## src/rtl/px_ss_ctrl_pkg.sv

```systemverilog
// Shared types for the px_subsampler configuration controller:
// controller state encoding and the per-axis skip configuration record.
package px_ss_ctrl_pkg;

    localparam int RES_W = 16;

    typedef logic [RES_W-1:0] res_t;

    typedef enum logic [2:0] {
        ST_IDLE,
        ST_GCD_X,
        ST_DIV_X_I,
        ST_DIV_X_K,
        ST_GCD_Y,
        ST_DIV_Y_I,
        ST_DIV_Y_K,
        ST_PEND
    } ctrl_state_t;

    typedef struct packed {
        res_t interval;
        res_t to_skip;
        res_t add;
    } axis_cfg_t;

endpackage

```

## src/rtl/px_ss_if.sv

```systemverilog
// Skip-configuration bundle consumed by px_subsampler; the controller drives
// the master side, the subsampler latches the fields at start of frame.
interface px_ss_if #(
    parameter int RES_WIDTH = 16
);
    logic [RES_WIDTH-1:0] px_skip_interval;
    logic [RES_WIDTH-1:0] px_to_skip;
    logic [RES_WIDTH-1:0] add_px_skip_interval;
    logic [RES_WIDTH-1:0] ln_skip_interval;
    logic [RES_WIDTH-1:0] ln_to_skip;
    logic [RES_WIDTH-1:0] add_ln_skip_interval;

    modport master (
        output px_skip_interval, px_to_skip, add_px_skip_interval,
        output ln_skip_interval, ln_to_skip, add_ln_skip_interval
    );

    modport slave (
        input px_skip_interval, px_to_skip, add_px_skip_interval,
        input ln_skip_interval, ln_to_skip, add_ln_skip_interval
    );
endinterface

```

## src/rtl/px_ss_udiv.sv

```systemverilog
// Restoring unsigned divider: one quotient bit per cycle, done_o pulses
// once the full quotient is available.
module px_ss_udiv #(
    parameter int WIDTH = 16
) (
    input  logic             clk_i,
    input  logic             rst_i,
    input  logic             start_i,
    input  logic [WIDTH-1:0] dividend_i,
    input  logic [WIDTH-1:0] divisor_i,
    output logic [WIDTH-1:0] quotient_o,
    output logic             done_o
);
    localparam int CW = $clog2(WIDTH + 1);

    logic [WIDTH-1:0] r_rem;
    logic [WIDTH-1:0] r_quo;
    logic [WIDTH-1:0] r_div;
    logic [CW-1:0]    r_cnt;
    logic             r_busy;
    logic             r_done;
    logic [WIDTH:0]   w_shift;
    logic [WIDTH-1:0] w_diff;
    logic             w_fits;

    // The trial remainder needs one extra bit; when it fits, the true
    // difference is below 2^WIDTH so the truncated subtraction is exact.
    assign w_shift = {r_rem, r_quo[WIDTH-1]};
    assign w_fits  = w_shift >= {1'b0, r_div};
    assign w_diff  = w_shift[WIDTH-1:0] - r_div;

    always_ff @(posedge clk_i) begin
        if (rst_i) begin
            r_rem  <= '0;
            r_quo  <= '0;
            r_div  <= '0;
            r_cnt  <= '0;
            r_busy <= 1'b0;
            r_done <= 1'b0;
        end else begin
            r_done <= 1'b0;
            if (start_i) begin
                r_rem  <= '0;
                r_quo  <= dividend_i;
                r_div  <= divisor_i;
                r_cnt  <= CW'(WIDTH);
                r_busy <= 1'b1;
            end else if (r_busy) begin
                r_quo <= {r_quo[WIDTH-2:0], w_fits};
                r_rem <= w_fits ? w_diff : w_shift[WIDTH-1:0];
                r_cnt <= r_cnt - CW'(1);
                if (r_cnt == CW'(1)) begin
                    r_busy <= 1'b0;
                    r_done <= 1'b1;
                end
            end
        end
    end

    assign quotient_o = r_quo;
    assign done_o     = r_done;

endmodule

```

## src/rtl/px_ss_ctrl.sv

```systemverilog
// Configuration controller for px_subsampler: reduces src/dst ratios with a
// subtractive GCD and a shared divider, committing new settings only between frames.
module px_ss_ctrl
    import px_ss_ctrl_pkg::*;
#(
    parameter int RES_WIDTH = 16
) (
    input  logic                 clk_i,
    input  logic                 rst_i,
    input  logic                 cfg_valid_i,
    output logic                 cfg_ready_o,
    input  logic [RES_WIDTH-1:0] src_res_x_i,
    input  logic [RES_WIDTH-1:0] src_res_y_i,
    input  logic [RES_WIDTH-1:0] dst_res_x_i,
    input  logic [RES_WIDTH-1:0] dst_res_y_i,
    input  logic                 mon_tvalid_i,
    input  logic                 mon_tready_i,
    input  logic                 mon_tlast_i,
    input  logic                 mon_tuser_i,
    px_ss_if.master              px_ss_o,
    output logic                 busy_o,
    output logic                 cfg_err_o,
    output logic                 applied_o
);
    ctrl_state_t          r_state;
    ctrl_state_t          w_state_next;
    logic [RES_WIDTH-1:0] r_src_x, r_src_y, r_dst_x, r_dst_y;
    logic [RES_WIDTH-1:0] r_a, r_b, r_interval;
    logic [RES_WIDTH-1:0] r_active_src_y, r_line_cnt;
    axis_cfg_t            r_shadow_x, r_shadow_y, r_cur_x, r_cur_y;
    logic                 r_in_frame, r_cfg_err, r_applied;
    logic                 w_accept, w_req_bad, w_hs, w_eof, w_commit;
    logic                 w_div_start, w_div_done;
    logic [RES_WIDTH-1:0] w_div_dividend, w_div_quotient, w_line_eff;

    assign w_accept  = cfg_valid_i && (r_state == ST_IDLE);
    assign w_req_bad = (src_res_x_i == '0) || (src_res_y_i == '0) ||
                       (dst_res_x_i == '0) || (dst_res_y_i == '0) ||
                       (dst_res_x_i > src_res_x_i) || (dst_res_y_i > src_res_y_i);

    // The SOF beat is line 0 even if a previous frame was truncated.
    assign w_hs       = mon_tvalid_i && mon_tready_i;
    assign w_line_eff = mon_tuser_i ? '0 : r_line_cnt;
    assign w_eof      = w_hs && mon_tlast_i && (r_active_src_y != '0) &&
                        (w_line_eff == r_active_src_y - RES_WIDTH'(1));
    assign w_commit   = (r_state == ST_PEND) && (w_eof || (!r_in_frame && !mon_tvalid_i));

    // After the GCD loop r_a holds g and stays put through both divisions.
    px_ss_udiv #(.WIDTH(RES_WIDTH)) u_div (
        .clk_i      (clk_i),
        .rst_i      (rst_i),
        .start_i    (w_div_start),
        .dividend_i (w_div_dividend),
        .divisor_i  (r_a),
        .quotient_o (w_div_quotient),
        .done_o     (w_div_done)
    );

    always_ff @(posedge clk_i) begin
        if (rst_i) r_state <= ST_IDLE;
        else       r_state <= w_state_next;
    end

    always_comb begin
        w_state_next   = r_state;
        w_div_start    = 1'b0;
        w_div_dividend = r_src_x;
        case (r_state)
            ST_IDLE:    if (w_accept && !w_req_bad) w_state_next = ST_GCD_X;
            ST_GCD_X:   if (r_b == '0) begin
                            w_div_start    = 1'b1;
                            w_div_dividend = r_src_x;
                            w_state_next   = ST_DIV_X_I;
                        end
            ST_DIV_X_I: if (w_div_done) begin
                            w_div_start    = 1'b1;
                            w_div_dividend = r_dst_x;
                            w_state_next   = ST_DIV_X_K;
                        end
            ST_DIV_X_K: if (w_div_done) w_state_next = ST_GCD_Y;
            ST_GCD_Y:   if (r_b == '0) begin
                            w_div_start    = 1'b1;
                            w_div_dividend = r_src_y;
                            w_state_next   = ST_DIV_Y_I;
                        end
            ST_DIV_Y_I: if (w_div_done) begin
                            w_div_start    = 1'b1;
                            w_div_dividend = r_dst_y;
                            w_state_next   = ST_DIV_Y_K;
                        end
            ST_DIV_Y_K: if (w_div_done) w_state_next = ST_PEND;
            ST_PEND:    if (w_commit) w_state_next = ST_IDLE;
            default:    w_state_next = ST_IDLE;
        endcase
    end

    always_ff @(posedge clk_i) begin
        if (rst_i) begin
            {r_src_x, r_src_y, r_dst_x, r_dst_y} <= '0;
            {r_a, r_b, r_interval}               <= '0;
            {r_shadow_x, r_shadow_y}             <= '0;
            {r_cur_x, r_cur_y}                   <= '0;
            r_active_src_y <= '0;
            r_line_cnt     <= '0;
            r_in_frame     <= 1'b0;
            r_cfg_err      <= 1'b0;
            r_applied      <= 1'b0;
        end else begin
            r_cfg_err <= w_accept && w_req_bad;
            r_applied <= w_commit;
            case (r_state)
                ST_IDLE: if (w_accept && !w_req_bad) begin
                    r_src_x <= src_res_x_i;
                    r_src_y <= src_res_y_i;
                    r_dst_x <= dst_res_x_i;
                    r_dst_y <= dst_res_y_i;
                    r_a     <= src_res_x_i;
                    r_b     <= dst_res_x_i;
                end
                ST_GCD_X, ST_GCD_Y: if (r_b != '0) begin
                    if (r_a >= r_b) begin
                        r_a <= r_a - r_b;
                    end else begin
                        r_a <= r_b;
                        r_b <= r_a;
                    end
                end
                ST_DIV_X_I, ST_DIV_Y_I: if (w_div_done) r_interval <= w_div_quotient;
                ST_DIV_X_K: if (w_div_done) begin
                    r_shadow_x <= '{interval: r_interval, to_skip: r_interval - w_div_quotient, add: '0};
                    r_a        <= r_src_y;
                    r_b        <= r_dst_y;
                end
                ST_DIV_Y_K: if (w_div_done)
                    r_shadow_y <= '{interval: r_interval, to_skip: r_interval - w_div_quotient, add: '0};
                default: ;
            endcase
            if (w_commit) begin
                r_cur_x        <= r_shadow_x;
                r_cur_y        <= r_shadow_y;
                r_active_src_y <= r_src_y;
            end
            if (w_eof) begin
                r_in_frame <= 1'b0;
                r_line_cnt <= '0;
            end else if (w_hs) begin
                r_in_frame <= 1'b1;
                r_line_cnt <= w_line_eff + RES_WIDTH'(mon_tlast_i);
            end
        end
    end

    assign cfg_ready_o = (r_state == ST_IDLE);
    assign busy_o      = (r_state != ST_IDLE);
    assign cfg_err_o   = r_cfg_err;
    assign applied_o   = r_applied;

    assign px_ss_o.px_skip_interval     = r_cur_x.interval;
    assign px_ss_o.px_to_skip           = r_cur_x.to_skip;
    assign px_ss_o.add_px_skip_interval = r_cur_x.add;
    assign px_ss_o.ln_skip_interval     = r_cur_y.interval;
    assign px_ss_o.ln_to_skip           = r_cur_y.to_skip;
    assign px_ss_o.add_ln_skip_interval = r_cur_y.add;

endmodule

```

## src/flat_wrapper.sv

```systemverilog
// flat-port wrapper written by rule: the top's interface ports become plain ports
module px_ss_ctrl_flat import px_ss_ctrl_pkg::*;
#(
    parameter int RES_WIDTH = 16
)
  (clk_i, rst_i, cfg_valid_i, cfg_ready_o, src_res_x_i, src_res_y_i, dst_res_x_i, dst_res_y_i, mon_tvalid_i, mon_tready_i, mon_tlast_i, mon_tuser_i, busy_o, cfg_err_o, applied_o, px_ss_o_px_skip_interval, px_ss_o_px_to_skip, px_ss_o_add_px_skip_interval, px_ss_o_ln_skip_interval, px_ss_o_ln_to_skip, px_ss_o_add_ln_skip_interval);
  px_ss_if #(.RES_WIDTH(RES_WIDTH)) px_ss_o_i ();
  input  logic clk_i;
  input  logic rst_i;
  input  logic cfg_valid_i;
  output logic cfg_ready_o;
  input  logic [RES_WIDTH-1:0] src_res_x_i;
  input  logic [RES_WIDTH-1:0] src_res_y_i;
  input  logic [RES_WIDTH-1:0] dst_res_x_i;
  input  logic [RES_WIDTH-1:0] dst_res_y_i;
  input  logic mon_tvalid_i;
  input  logic mon_tready_i;
  input  logic mon_tlast_i;
  input  logic mon_tuser_i;
  output logic busy_o;
  output logic cfg_err_o;
  output logic applied_o;
  output wire logic [$bits(px_ss_o_i.px_skip_interval)-1:0] px_ss_o_px_skip_interval;
  output wire logic [$bits(px_ss_o_i.px_to_skip)-1:0] px_ss_o_px_to_skip;
  output wire logic [$bits(px_ss_o_i.add_px_skip_interval)-1:0] px_ss_o_add_px_skip_interval;
  output wire logic [$bits(px_ss_o_i.ln_skip_interval)-1:0] px_ss_o_ln_skip_interval;
  output wire logic [$bits(px_ss_o_i.ln_to_skip)-1:0] px_ss_o_ln_to_skip;
  output wire logic [$bits(px_ss_o_i.add_ln_skip_interval)-1:0] px_ss_o_add_ln_skip_interval;
  assign px_ss_o_px_skip_interval = px_ss_o_i.px_skip_interval;
  assign px_ss_o_px_to_skip = px_ss_o_i.px_to_skip;
  assign px_ss_o_add_px_skip_interval = px_ss_o_i.add_px_skip_interval;
  assign px_ss_o_ln_skip_interval = px_ss_o_i.ln_skip_interval;
  assign px_ss_o_ln_to_skip = px_ss_o_i.ln_to_skip;
  assign px_ss_o_add_ln_skip_interval = px_ss_o_i.add_ln_skip_interval;
  px_ss_ctrl #(.RES_WIDTH(RES_WIDTH)) u_core (.clk_i(clk_i), .rst_i(rst_i), .cfg_valid_i(cfg_valid_i), .cfg_ready_o(cfg_ready_o), .src_res_x_i(src_res_x_i), .src_res_y_i(src_res_y_i), .dst_res_x_i(dst_res_x_i), .dst_res_y_i(dst_res_y_i), .mon_tvalid_i(mon_tvalid_i), .mon_tready_i(mon_tready_i), .mon_tlast_i(mon_tlast_i), .mon_tuser_i(mon_tuser_i), .px_ss_o(px_ss_o_i), .busy_o(busy_o), .cfg_err_o(cfg_err_o), .applied_o(applied_o));
endmodule
```

## config.mk

```make
export PLATFORM = sky130hd
export DESIGN_NAME = px_ss_ctrl_flat
export DESIGN_NICKNAME = d
export VERILOG_FILES = /design/src/rtl/px_ss_ctrl_pkg.sv /design/src/rtl/px_ss_if.sv /design/src/rtl/px_ss_udiv.sv /design/src/rtl/px_ss_ctrl.sv /design/src/flat_wrapper.sv
export SDC_FILE = /design/constraint.sdc
export NUM_CORES = 1
export LEC_CHECK = 0
export CORE_MARGIN = 1.5
export CORE_UTILIZATION = 45
export DETAILED_ROUTE_END_ITERATION = 6
export HOLD_SLACK_MARGIN = 0.1
export PLACE_DENSITY = 0.75
export SYNTH_ARGS = -nofsm -noshare
export SYNTH_HDL_FRONTEND = slang
export SYNTH_SLANG_ARGS = --single-unit
```

## constraint.sdc

```tcl
create_clock -name clk_i -period 4.4 [get_ports clk_i]
set_input_delay 1.32 -clock clk_i [delete_from_list [all_inputs] [get_ports clk_i]]
set_output_delay 1.32 -clock clk_i [all_outputs]
set_load 0.1 [all_outputs]
```

* After elaboration in Yosys (flattened, before gate mapping)
Index checks and enable logic that the tools add are counted.
Widths: inputs -> output; s select.
** Operators by class
- Add/sub/neg operators :: 6
- $lt $le $gt $ge :: 4
- Muxes and demuxes :: 36
- Eq/ne operators :: 19
- Bitwise operators :: 1
- Reductions and logical operators :: 41
** Operator list (number)
- $mux 16 :: 15
- $pmux 16 s3 :: 3
- $logic_not 16->1 :: 5
- $sub 16x16->16 :: 3
- $gt 16x16->1 :: 2
- $reduce_bool 16->1 :: 2
- $mux 3 :: 8
- $pmux 3 s8 :: 1
- $ge 17x16->1 :: 1
- $add 16x1->16 :: 1
- $eq 16x16->1 :: 1
- $ge 16x16->1 :: 1
- $sub 16x1->16 const B :: 1
- $eq 3x3->1 const B :: 4
- $mux 5 :: 2
- $ne 2x1->1 const B :: 5
- $ne 2x2->1 const B :: 5
- $logic_and 1x1->1 :: 9
- $reduce_and 2->1 :: 4
- $reduce_and 8->1 :: 1
- $reduce_or 2->1 :: 4
- $eq 3x2->1 const B :: 2
- $logic_or 1x1->1 :: 6
- $mux 1 :: 6
- 12 further kinds :: 15
** Storage, ports and cells
- Input port bits :: 71
- Logic and storage cells :: 135
- Output and inout bits :: 100
- Flip-flop bits (word level) :: 333

* Logic depth before layout (Yosys ltp)
Gate-level depths: netlist of the first run.
- Depth in word-level cells :: 10
- Gate-level depth with buffers :: 13
- Depth with buffers taken out :: 11

* By module
A second synthesis of the first run with hierarchy kept.
** Unflattened totals
- Cells, all modules :: 2343
- Area, all modules :: 18948.2 µm²
** By module, submodules not included
- px_ss_ctrl :: instances 1, area an instance 15773.9 µm², cells an instance 1951
- px_ss_udiv :: instances 1, area an instance 3174.3 µm², cells an instance 392

* Worst setup path after synthesis of the first run
No wires, ideal clock.
- Kind :: input -> register
- From :: in src_res_y_i[7]
- To :: reg u_core.r_dst_x[0]
- Stages :: 12
- Path buffers :: 2
- Arrival time :: 3.503 ns
- Path slack :: 0.769 ns
- Data required time :: 4.272 ns
- Path through :: inv_1 ha_1 a21oi_1 nand3_1 a221o_1 o31ai_1 and3b_1 and3_1 buf_2 buf_2 mux2i_1 nor2_1
** Between the ends
- Word-level cells in the longest chain between the ends :: 9
** RTL lines
- start: declaration :: line flat_wrapper.sv:13 : input logic [RES_WIDTH-1:0] src_res_y_i;
- parallel branches: the longest is 5 deep, another holds $gt 16x16->1
- $logic_or 1x1->1 (*) :: line px_ss_ctrl.sv:39 : (dst_res_x_i > src_res_x_i) || (dst_res_y_i > src_res_y_i);
- $logic_not 1->1 (*) :: line px_ss_ctrl.sv:112 : ST_IDLE: if (w_accept && !w_req_bad) begin
- $logic_and 1x1->1 (*) :: line px_ss_ctrl.sv:112
- $reduce_and 2->1 (no source line) (*)
- end signal: assignment :: line px_ss_ctrl.sv:115 : r_dst_x <= dst_res_x_i;
- end: declaration :: line px_ss_ctrl.sv:27 : logic [RES_WIDTH-1:0] r_src_x, r_src_y, r_dst_x, r_dst_y;
Mark *: on every way between the ends.
A chain may end at the register's enable or synchronous reset.

* Worst setup path in the final report of the first run
- From :: in mon_tuser_i
- To :: reg u_core.r_cur_x (netlist bit u_core.px_ss_o.px_skip_interval[4])
** Between the ends
- Word-level cells in the longest chain between the ends :: 5
** RTL lines
- start: declaration :: line flat_wrapper.sv:19 : input logic mon_tuser_i;
- $mux 16 :: line px_ss_ctrl.sv:43 : assign w_line_eff = mon_tuser_i ? '0 : r_line_cnt;
- $eq 16x16->1 :: line px_ss_ctrl.sv:45 : (w_line_eff == r_active_src_y - RES_WIDTH'(1));
- $logic_and 1x1->1 :: line px_ss_ctrl.sv:44 : assign w_eof = w_hs && mon_tlast_i && (r_active_src_y != '0) &&
- $logic_or 1x1->1 :: line px_ss_ctrl.sv:46 : assign w_commit = (r_state == ST_PEND) && (w_eof || (!r_in_frame && !mon_tvalid_i));
- $logic_and 1x1->1 :: line px_ss_ctrl.sv:46
- end signal: assignment :: line px_ss_ctrl.sv:139 : r_cur_x <= r_shadow_x;
- end: declaration :: line px_ss_ctrl.sv:30 : axis_cfg_t r_shadow_x, r_shadow_y, r_cur_x, r_cur_y;
No other way between the ends.

==> results.yml, run 1 <==
global_route:
  grt_pass1_wl_um: 80700
  overflow: 0
  grt_pass1_vias: 15300
  antenna_found_initial: 1
  grt_usage_pct: 23.7
  grt_max_degree: 114
job:
  drv_cap: 0
min_path:
  whs_endpoint: "u_core.u_div.r_div[12]"
  hold_path_class: "flip-flop to flip-flop"
  min_from: "u_core.u_div.r_div[12]"
  min_path_cells: 2
floorplan:
  initial_core_util_pct: 45.4
  core_area_um2: 40600
  ios: 171
  die_area_um2: 42300
  die_w_um: 206
  die_h_um: 206
  core.rowCount: 74
sta:
  relSlewSlack_pct: 16.5
  fin_crit_ns: 3.92
  worst_slew_pin_slew_ns: 1.25
  setup_tns_ns: 0
  drv_slew: 0
  fmax_mhz: 255
  finalCritPeriodShare_pct: 89.1
  skew_ns: 0.0265
  setup_viol: 0
  final_hold_viol_count: 0
  rsz0062_at_grt: "false"
  setup_slack_ns: 0.478
  hold-worst-slack_ns: 0.453
placed_design:
  pre_cts_ws_ns: 0.0507
  gp_congestion: 0.971
  dp_hpwl_um: 38300
  postPlaceCellArea_um2: 20400
  io_buffers: 138
route:
  ant_nets: 0
  vias_per_cell: 5.67
  routedWlPerCell_um: 17.9
  drc: 4
  wirelength_um: 51300
  drt-initial-drc-count: 1593
  vias: 16200
  first_pass_iters: 7
clock_tree:
  cts.sinks: 333
  cts_resized: 0
  holdBufCountCts: 0
  htree_levels: 2
  path_clk_slew_ns: 0.06
  cts.path.max_buffers: 3
  cts_tree: "yes"
  insertion_delay_ns: 0.53
  cts.root.buffer_cell: "clkbuf_16"
  numCtsBuffers: 36
  post_cts_buffers: 0
layout:
  syn_to_final_growth_pct: 17.0
  diodes: 0
  final_util_pct: 53.2
  multi_input_area_um2: 10600
  drive_gt1_share_pct: 6.90
  final_area_um2: 21600
  nets: 2467
  nFillCells: 3721
  seq_area_um2: 6670
setup_path:
  cp.buffers_inverters: 4
  path_delay_family: "compound AO/OA/AOI/OAI gates"
  crit_fanout: 23
  r2r_end: "u_core.r_b[2]"
  reg2reg_setup_slack_ns: 0.90
  cpMostUsedCell: "buf_12"
  cp-end-kind: "flip-flop"
  slowest_stage: "o311ai_0"
  critPathLaunchType: "input port"
  crit_type: "input port to flip-flop"
  reg2regPathDepth: 11
  r2r_start: "u_core.r_a[0]"
  arrival_ns: 4.36
  max_stage_delay_ns: 0.59
  path_cells: "clkdlybuf4s50_1 > buf_12 > o311ai_0 > a21oi_1 > a2111oi_0 > nand4_1 > a21boi_4 > buf_12 > buf_12 > mux2i_1"
  worst_ep_required_time_ns: 4.84
logic_synthesis:
  yosysSeqAreaShare_pct: 36.1
  synthCells: 2191
  syn_avg_cell_area_um2: 8.43
  yosys_warnings: 0
  synth_enable_flop_cells: 0
  async_flop_share_pct: 0
  syn_area_um2: 18500
  ys.flop_type: "dfxtp_1"
  yosysUniqueCellTypes: 81
  synth-seq-cells: 333
pwr:
  p_leak_nw: 7.71
  ir_drop_mv: 0.581
  power.density_nw_per_um2: 464
outcome:
  violations: "design-rule violations"
  status: "finished, violations left"
-- cell usage in the layout, fill, tap and decap left out, types with 47 or more instances in the layout --
cell type and n:
a21oi_1 148, buf_4 65, clkdlybuf4s50_1 135, dfxtp_1 332, ha_1 88, inv_1 105, mux2i_1 164, nand2_1 255
nand2b_1 183, nor2_1 173, o21ai_0 47
-- area by class of cell --
cell class              instances  share of cell area, %
clock buffers                  54                   5.05
clock inverters                11                  0.475
inverters                     106                   1.84
multi-input cells            1618                   49.3
flip-flops and latches        333                   30.9
well taps                     532                   3.08
repair buffers                210                   9.42
-- stage by stage --
step,power (mW),cells
3_3_place_gp,6.92,2799
4_1_cts,10.0,2864
6_report,10.0,2864
2_1_floorplan,6.04,2222
5_1_grt,10.5,2864
3_5_place_dp,7.01,2799
-- tightest hold or removal path: cells and delay by family, from the launching register on --
kind / cells / cell delay (ns)
AOI/OAI and AO/OA: 1 / 0.05
DFF: 1 / 0.31
and+or+nand+nor: 1 / 0.05
-- power by group --
group	switching, mW	total (mW)	internal (mW)
combinational	2.08	3.48	1.40
clock	1.23	3.01	1.78
sequential	0.296	3.53	3.23
total	3.61	10.0	6.41
-- per-layer routing --
layer  vias up  GRT usage (%)  share of wire, %
li1       7880              -                 -
met1      7659           30.9                43
met2       598           39.9                47
met3       112           3.53               6.5
met4         0           8.11               3.6
met5         -              0                 0
-- how the worst max path moves through the flow --
stage                                from  slack, ns                            endpoint  cells past startpoint
after floorplan            src_res_y_i[7]       0.77                   u_core.r_dst_x[0]                     12
after global placement    src_res_y_i[15]       0.12                      u_core.r_b[13]                     14
after detailed placement   src_res_y_i[5]       0.05                       u_core.r_b[0]                     14
after CTS                  src_res_y_i[5]       0.53                       u_core.r_b[2]                     14
after global routing       src_res_y_i[7]       0.32                       u_core.r_b[6]                     14
final                         mon_tuser_i       0.48  u_core.px_ss_o.px_skip_interval[4]                     10
-- cells in the mapped netlist, drive strengths merged (6+ instances only) --
library cell  instances  share of area [%]
clkbuf               99                2.0
a21oi               148                4.0
dfxtp               333                 36
o211ai                8               0.33
a211oi               40                1.6
a31oi                14               0.47
nor4                 30                1.1
a221oi               15               0.71
nand2b              183                6.2
or2                   8               0.27
buf                  66                2.9
nand2               256                5.2
nor2                173                3.5
a222oi               16               0.87
inv                 105                2.1
o31ai                 9               0.37
a311oi               21                1.0
and3                 10               0.34
and2                 10               0.34
xor2                 15               0.71
o22ai                 6               0.20
o21ai                50                1.4
nor2b                22               0.75
nand3                30               0.81
nand4                19               0.64
ha                   88                6.0
or3                  11               0.37
mux2i               164                8.9
o211a                15               0.81
a2111oi               6               0.28
a22o                 16               0.76
xnor2                40                1.9
o21a                 13               0.53
a21o                 13               0.53
a22oi                19               0.77
nor3                 38                1.0
-- flip-flops by register name, summed over array words and instances (netlist names), 5 cells and up --
name / flops
u_core.r_src_x: 16
u_core.u_div.quotient_o: 16
u_core.px_ss_o.ln_to_skip: 16
u_core.r_src_y: 16
u_core.u_div.r_div: 16
u_core.r_b: 16
u_core.r_dst_y: 16
u_core.r_active_src_y: 16
u_core.r_shadow_x: 32
u_core.r_a: 16
u_core.u_div.r_cnt: 5
u_core.px_ss_o.px_skip_interval: 16
u_core.r_interval: 16
u_core.r_dst_x: 16
u_core.r_line_cnt: 16
u_core.r_shadow_y: 32
u_core.px_ss_o.ln_skip_interval: 16
u_core.px_ss_o.px_to_skip: 16
u_core.u_div.r_rem: 16
-- logic make-up (layout without fill, tap and decap cells) --
kind of cell | count (synthesis) | in the layout | synth area share (%)
simple gates | 822 | 822 | 22.1
compound gates | 448 | 448 | 16.5
flops | 333 | 333 | 36.1
buf+inv | 271 | 381 | 7.05
mux | 169 | 169 | 9.19
fa+ha+maj | 91 | 91 | 6.29
xor+xnor | 56 | 56 | 2.73
other cells | 1 | 32 | 0.0203
(Power assumes the default switching activity.)
==> run 2, diff against run 1 <==
CORE_MARGIN = 2   (was 1.5)
SKIP_CTS_REPAIR_TIMING = 1   (was unset)
==> run 2 against run 1 <==
The flow still finishes with violations (design-rule violations). Worst hold slack improved by 0.0029 ns. Sequential cell count stayed put. Count of clock-buffer cells in the layout grew 1. Highest routed layer is now met5. Cell count is 0.28% higher. Die area rose by 0.98%. Sequential share of layout area down 0.10 points. Via count is 0.17% lower.
==> results.yml, run 2 (same netlist as run 1, synthesis figures left out) <==
pwr:
  p_switching_mw: 3.70
  p_clk_share_pct: 30.7
  p_comb_share_pct: 34.6
  p_total_mw: 10.1
  seqPwrFrac_pct: 34.7
  power.share.switching_pct: 36.5
  power.density_nw_per_um2: 468
  ir_drop_mv: 0.374
  p_int_mw: 6.44
  p_leak_nw: 7.77
global_route:
  grt_use_met3_pct: 3.66
  antenna_found_initial: 1
  gr-usage-met2_pct: 41.5
  overflow: 0
  grt_usage_pct: 24.2
  grt_pass1_vias: 15500
  grt_use_met1_pct: 31.3
  grt_max_degree: 140
  grt_pass1_wl_um: 83000
  grt-busiest-layer: "met2"
setup_path:
  reg2reg_setup_slack_ns: 0.97
  r2r_start: "u_core.r_a[0]"
  arrival_ns: 4.35
  path_delay_family: "compound AO/OA/AOI/OAI gates"
  reg2regPathDepth: 11
  critPathLaunchType: "input port"
  cp.buffers_inverters: 4
  worst_ep_required_time_ns: 4.84
  cp-end-kind: "flip-flop"
  r2r_end: "u_core.r_a[10]"
  crit_fanout: 32
  max_stage_delay_ns: 0.52
  crit_type: "input port to flip-flop"
  slowest_stage: "clkdlybuf4s50_1"
  path_cells: "clkdlybuf4s50_1 > inv_1 > ha_1 > a21oi_1 > nand3_1 > a221o_1 > o31ai_1 > a31oi_1 > buf_4 > nor3_2 > buf_12 > nor2_1 > a311oi_1"
placed_design:
  pre_cts_ws_ns: -0.00429
  dp_hpwl_um: 38300
  dp.cells: 2805
  postPlaceCellArea_um2: 20500
  io_buffers: 138
  gp_congestion: 0.950
route:
  wirelength_um: 52400
  drc: 1
  vias: 16200
  first_pass_iters: 7
  ant_nets: 0
  vias_per_cell: 5.65
  drt-initial-drc-count: 1560
  routedWlPerCell_um: 18.2
sta:
  setup_slack_ns: 0.492
  rsz0062_at_grt: "false"
  final_hold_viol_count: 0
  drv_slew: 0
  relSlewSlack_pct: 25.3
  skew_ns: 0.0137
  worst_slew_pin_slew_ns: 1.12
  fmax_mhz: 256
  setup_tns_ns: 0
  setup_viol: 0
  fin_crit_ns: 3.91
  finalCritPeriodShare_pct: 88.8
floorplan:
  die_w_um: 207
  die_area_um2: 42700
  core.rowCount: 74
  die_h_um: 207
  core_area_um2: 40600
  ios: 171
  initial_core_util_pct: 45.4
layout:
  multi_input_area_um2: 10600
  diodes: 0
  fin_cells: 2872
  syn_to_final_growth_pct: 17.4
  nets: 2475
  final_area_um2: 21700
  reg.largest.list: "u_core.r_shadow_x x32, u_core.r_shadow_y x32"
  final_common_cell: "dfxtp_1"
  nFillCells: 3738
  layout_common_cells: "dfxtp_1 (332), nand2_1 (255), nand2b_1 (183), nor2_1 (173), mux2i_1 (164)"
  drive_gt1_share_pct: 7.22
  seq_area_um2: 6670
clock_tree:
  htree_levels: 2
  numCtsBuffers: 38
  cts.sinks: 333
  cts.path.max_buffers: 3
  cts.root.buffer_cell: "clkbuf_16"
  path_clk_slew_ns: 0.06
  cts_tree: "yes"
  insertion_delay_ns: 0.54
min_path:
  hold_path_class: "flip-flop to flip-flop"
  min_from: "u_core.r_shadow_x[42]"
  min_path_cells: 2
  whs_endpoint: "u_core.r_shadow_x[42]"
outcome:
  status: "finished, violations left"
  violations: "design-rule violations"
job:
  drv_cap: 0
## run 2: cell types whose count changed in the layout (fill, tap and decap cells not counted)
cell        before  now
clkinvlp_4       3    1
clkbuf_8         8    9
inv_6            0    3
buf_4           65   71
## run 2: power by group through the flow
stage | Combinational (mW) | Sequential (mW) | Clock [mW]
3_3_place_gp | 3.36 | 3.57 | 0
3_5_place_dp | 3.43 | 3.57 | 0
4_1_cts | 3.46 | 3.50 | 3.15
5_1_grt | 3.83 | 3.53 | 3.26
6_report | 3.51 | 3.52 | 3.11
2_1_floorplan | 2.60 | 3.44 | 0
## run 2: routing by layer
layer	vias up	share of wire (%)
met2	540	48
met5	-	0.023
met3	112	6.3
met4	2	3.0
met1	7687	43
li1	7880	-
## run 2: final cells by class
type	instances	share of cell area (%)
clock buffers	55	5.10
well taps	532	3.07
inverters	106	1.84
clock inverters	12	0.525
flip-flops and latches	333	30.8
multi-input cells	1618	49.1
repair buffers	216	9.59
## run 2: through the flow
stage	util, %	hold slack, ns
floorplan	-	0.432
global placement	50.3	0.443
detailed placement	50.3	0.448
CTS	53.3	0.456
global route	53.3	0.471
finish	53.3	0.456
## run 2: worst max-delay path by stage
stage / startpoint / endpoint / slack (ns) / depth (start not counted)
2_1_floorplan: src_res_y_i[7] / u_core.r_dst_x[0] / 0.77 / 12
3_5_place_dp: src_res_y_i[7] / u_core.r_b[0] / -0.004 / 13
4_1_cts: src_res_y_i[7] / u_core.r_b[3] / 0.49 / 13
6_report: src_res_y_i[7] / u_core.r_b[3] / 0.49 / 13
5_1_grt: src_res_y_i[7] / u_core.r_b[15] / 0.29 / 13
3_3_place_gp: src_res_y_i[7] / u_core.r_b[4] / 0.04 / 13
## run 2: worst register-to-register path, delay by kind of cell (launching register included)
kind / cells / cell delay, ns
AO/OA/AOI/OAI: 5 / 1.28
adder cells (fa/ha/maj): 2 / 0.64
buffers and inverters: 1 / 0.08
multiplexers: 1 / 0.39
flip-flops: 1 / 0.44
AND/OR/NAND/NOR: 2 / 0.45
==> run 3, diff against run 2 <==
CTS_CLUSTER_DIAMETER = 80   (was unset)
DONT_BUFFER_PORTS = 1   (was unset)
PLACE_DENSITY = 0.7   (was 0.75)
==> run 3 against run 2 <==
The run now ends clean. Critical path depth fell by 8. Non-clock buffer count fell by 184. Largest power group unchanged. Die area did not move.
==> results.yml, run 3 (same netlist as run 1, synthesis figures left out) <==
layout:
  layout_common_cells: "dfxtp_1 (332), nand2_1 (255), nand2b_1 (183), nor2_1 (173), mux2i_1 (164)"
  diodes: 0
  final_area_um2: 20100
  reg.largest.list: "u_core.r_shadow_x x32, u_core.r_shadow_y x32"
  multi_input_area_um2: 10600
  drive_gt1_share_pct: 5.97
  nFillCells: 3841
  syn_to_final_growth_pct: 8.62
  nets: 2292
  final_common_cell: "dfxtp_1"
  seq_area_um2: 6670
sta:
  setup_tns_ns: 0
  final_hold_viol_count: 0
  rsz0062_at_grt: "false"
  fin_crit_ns: 3.57
  setup_viol: 0
  worst_slew_pin_slew_ns: 1.04
  hold-worst-slack_ns: 0.452
  finalCritPeriodShare_pct: 81.2
  skew_ns: 0.0282
  relSlewSlack_pct: 30.7
  drv_slew: 0
  fmax_mhz: 280
clock_tree:
  cts.root.buffer_cell: "clkbuf_16"
  numCtsBuffers: 39
  cts.sinks: 333
  cts.path.max_buffers: 3
  path_clk_slew_ns: 0.06
  cts_tree: "yes"
  htree_levels: 2
  insertion_delay_ns: 0.55
route:
  drt-initial-drc-count: 1552
  vias: 15500
  ant_nets: 0
  first_pass_iters: 6
  drc: 0
  vias_per_cell: 5.74
  routedWlPerCell_um: 18.6
  wirelength_um: 50200
placed_design:
  io_buffers: 0
  postPlaceCellArea_um2: 18700
  gp_congestion: 0.935
  dp_hpwl_um: 36300
global_route:
  antenna_found_initial: 2
  grt_usage_pct: 23.3
  overflow: 0
  grt_pass1_vias: 14600
  grt_max_degree: 377
  grt_pass1_wl_um: 79700
floorplan:
  core_area_um2: 40600
  initial_core_util_pct: 45.4
  die_w_um: 207
  die_area_um2: 42700
  ios: 171
  core.rowCount: 74
  die_h_um: 207
pwr:
  ir_drop_mv: 0.413
  p_leak_nw: 7.10
  power.density_nw_per_um2: 509
setup_path:
  r2r_end: "u_core.r_b[3]"
  reg2reg_setup_slack_ns: 1.02
  r2r_start: "u_core.r_a[0]"
  worst_ep_required_time_ns: 3.08
  arrival_ns: 2.25
  critPathLaunchType: "flip-flop"
  crit_fanout: 5
  crit_type: "flip-flop to primary output"
  cp-end-kind: "primary output"
  reg2regPathDepth: 11
outcome:
  status: "finished, final reports clean"
min_path:
  min_path_cells: 2
  min_from: "u_core.u_div.r_div[3]"
  hold_path_class: "flip-flop to flip-flop"
  whs_endpoint: "u_core.u_div.r_div[3]"
job:
  drv_cap: 0
run 3: changes by cell type in the layout (fill, tap and decap cells not counted), moves of 2 or more:
| cell | delta |
|---|---|
| clkdlybuf4s50_1 | -135 |
| bufinv_16 | +4 |
| clkbuf_8 | +2 |
| buf_4 | -44 |
| buf_12 | -4 |
| clkinv_2 | +4 |
| inv_6 | -2 |
| clkbuf_1 | -5 |
run 3: worst max path at each step:
stage / start / endpoint / slack (ns) / cells past startpoint
final: u_core.r_state[0] / cfg_ready_o / 0.83 / 5
after global routing: u_core.r_state[0] / cfg_ready_o / 0.73 / 5
after CTS: u_core.r_state[0] / cfg_ready_o / 0.82 / 5
after detailed placement: src_res_y_i[7] / u_core.r_dst_x[2] / 0.53 / 11
after global placement: mon_tuser_i / u_core.px_ss_o.px_to_skip[2] / 0.49 / 7
after floorplan: src_res_y_i[7] / u_core.r_dst_x[0] / 0.77 / 12
run 3: power by group:
| group | internal [mW] | switching (mW) | leakage, nW |
|---|---|---|---|
| clock | 2.11 | 1.33 | 0.688 |
| combinational | 1.25 | 2.01 | 3.72 |
| sequential | 3.24 | 0.286 | 2.70 |
| total | 6.59 | 3.62 | 7.10 |
run 3: critical path, stage by stage, from the launching register on:
cell	delay, ns
dfxtp_1	0.36
inv_1	0.10
ha_1	0.24
nand2b_1	0.09
buf_4	0.25
inv_1	0.67
run 3: final cells by class:
| cell class | instances | area share [%] |
|---|---|---|
| clock buffer | 53 | 5.68 |
| clock inverter | 18 | 1.22 |
| inverter | 106 | 1.98 |
| multi-input combinational | 1618 | 53.1 |
| sequential | 333 | 33.2 |
| tap | 532 | 3.32 |
| timing repair buffer | 32 | 1.51 |
run 3: through the flow:
step	util, %	power [mW]	setup WS, ns	cells
after floorplan	-	6.04	0.769	2222
after global placement	46.0	6.70	0.486	2621
after detailed placement	46.0	6.75	0.529	2621
after CTS	49.4	10.2	0.815	2692
after global routing	49.4	10.7	0.735	2692
final	49.4	10.2	0.825	2692
run 3: per-layer routing:
layer  GRT usage (%)  routed length [um]  up-vias
li1                -                   -     7520
met1            31.1               21900     7295
met2            37.9               22900      559
met3            4.96                4080       89
met4            7.02                1300        2
met5               0                  10        -
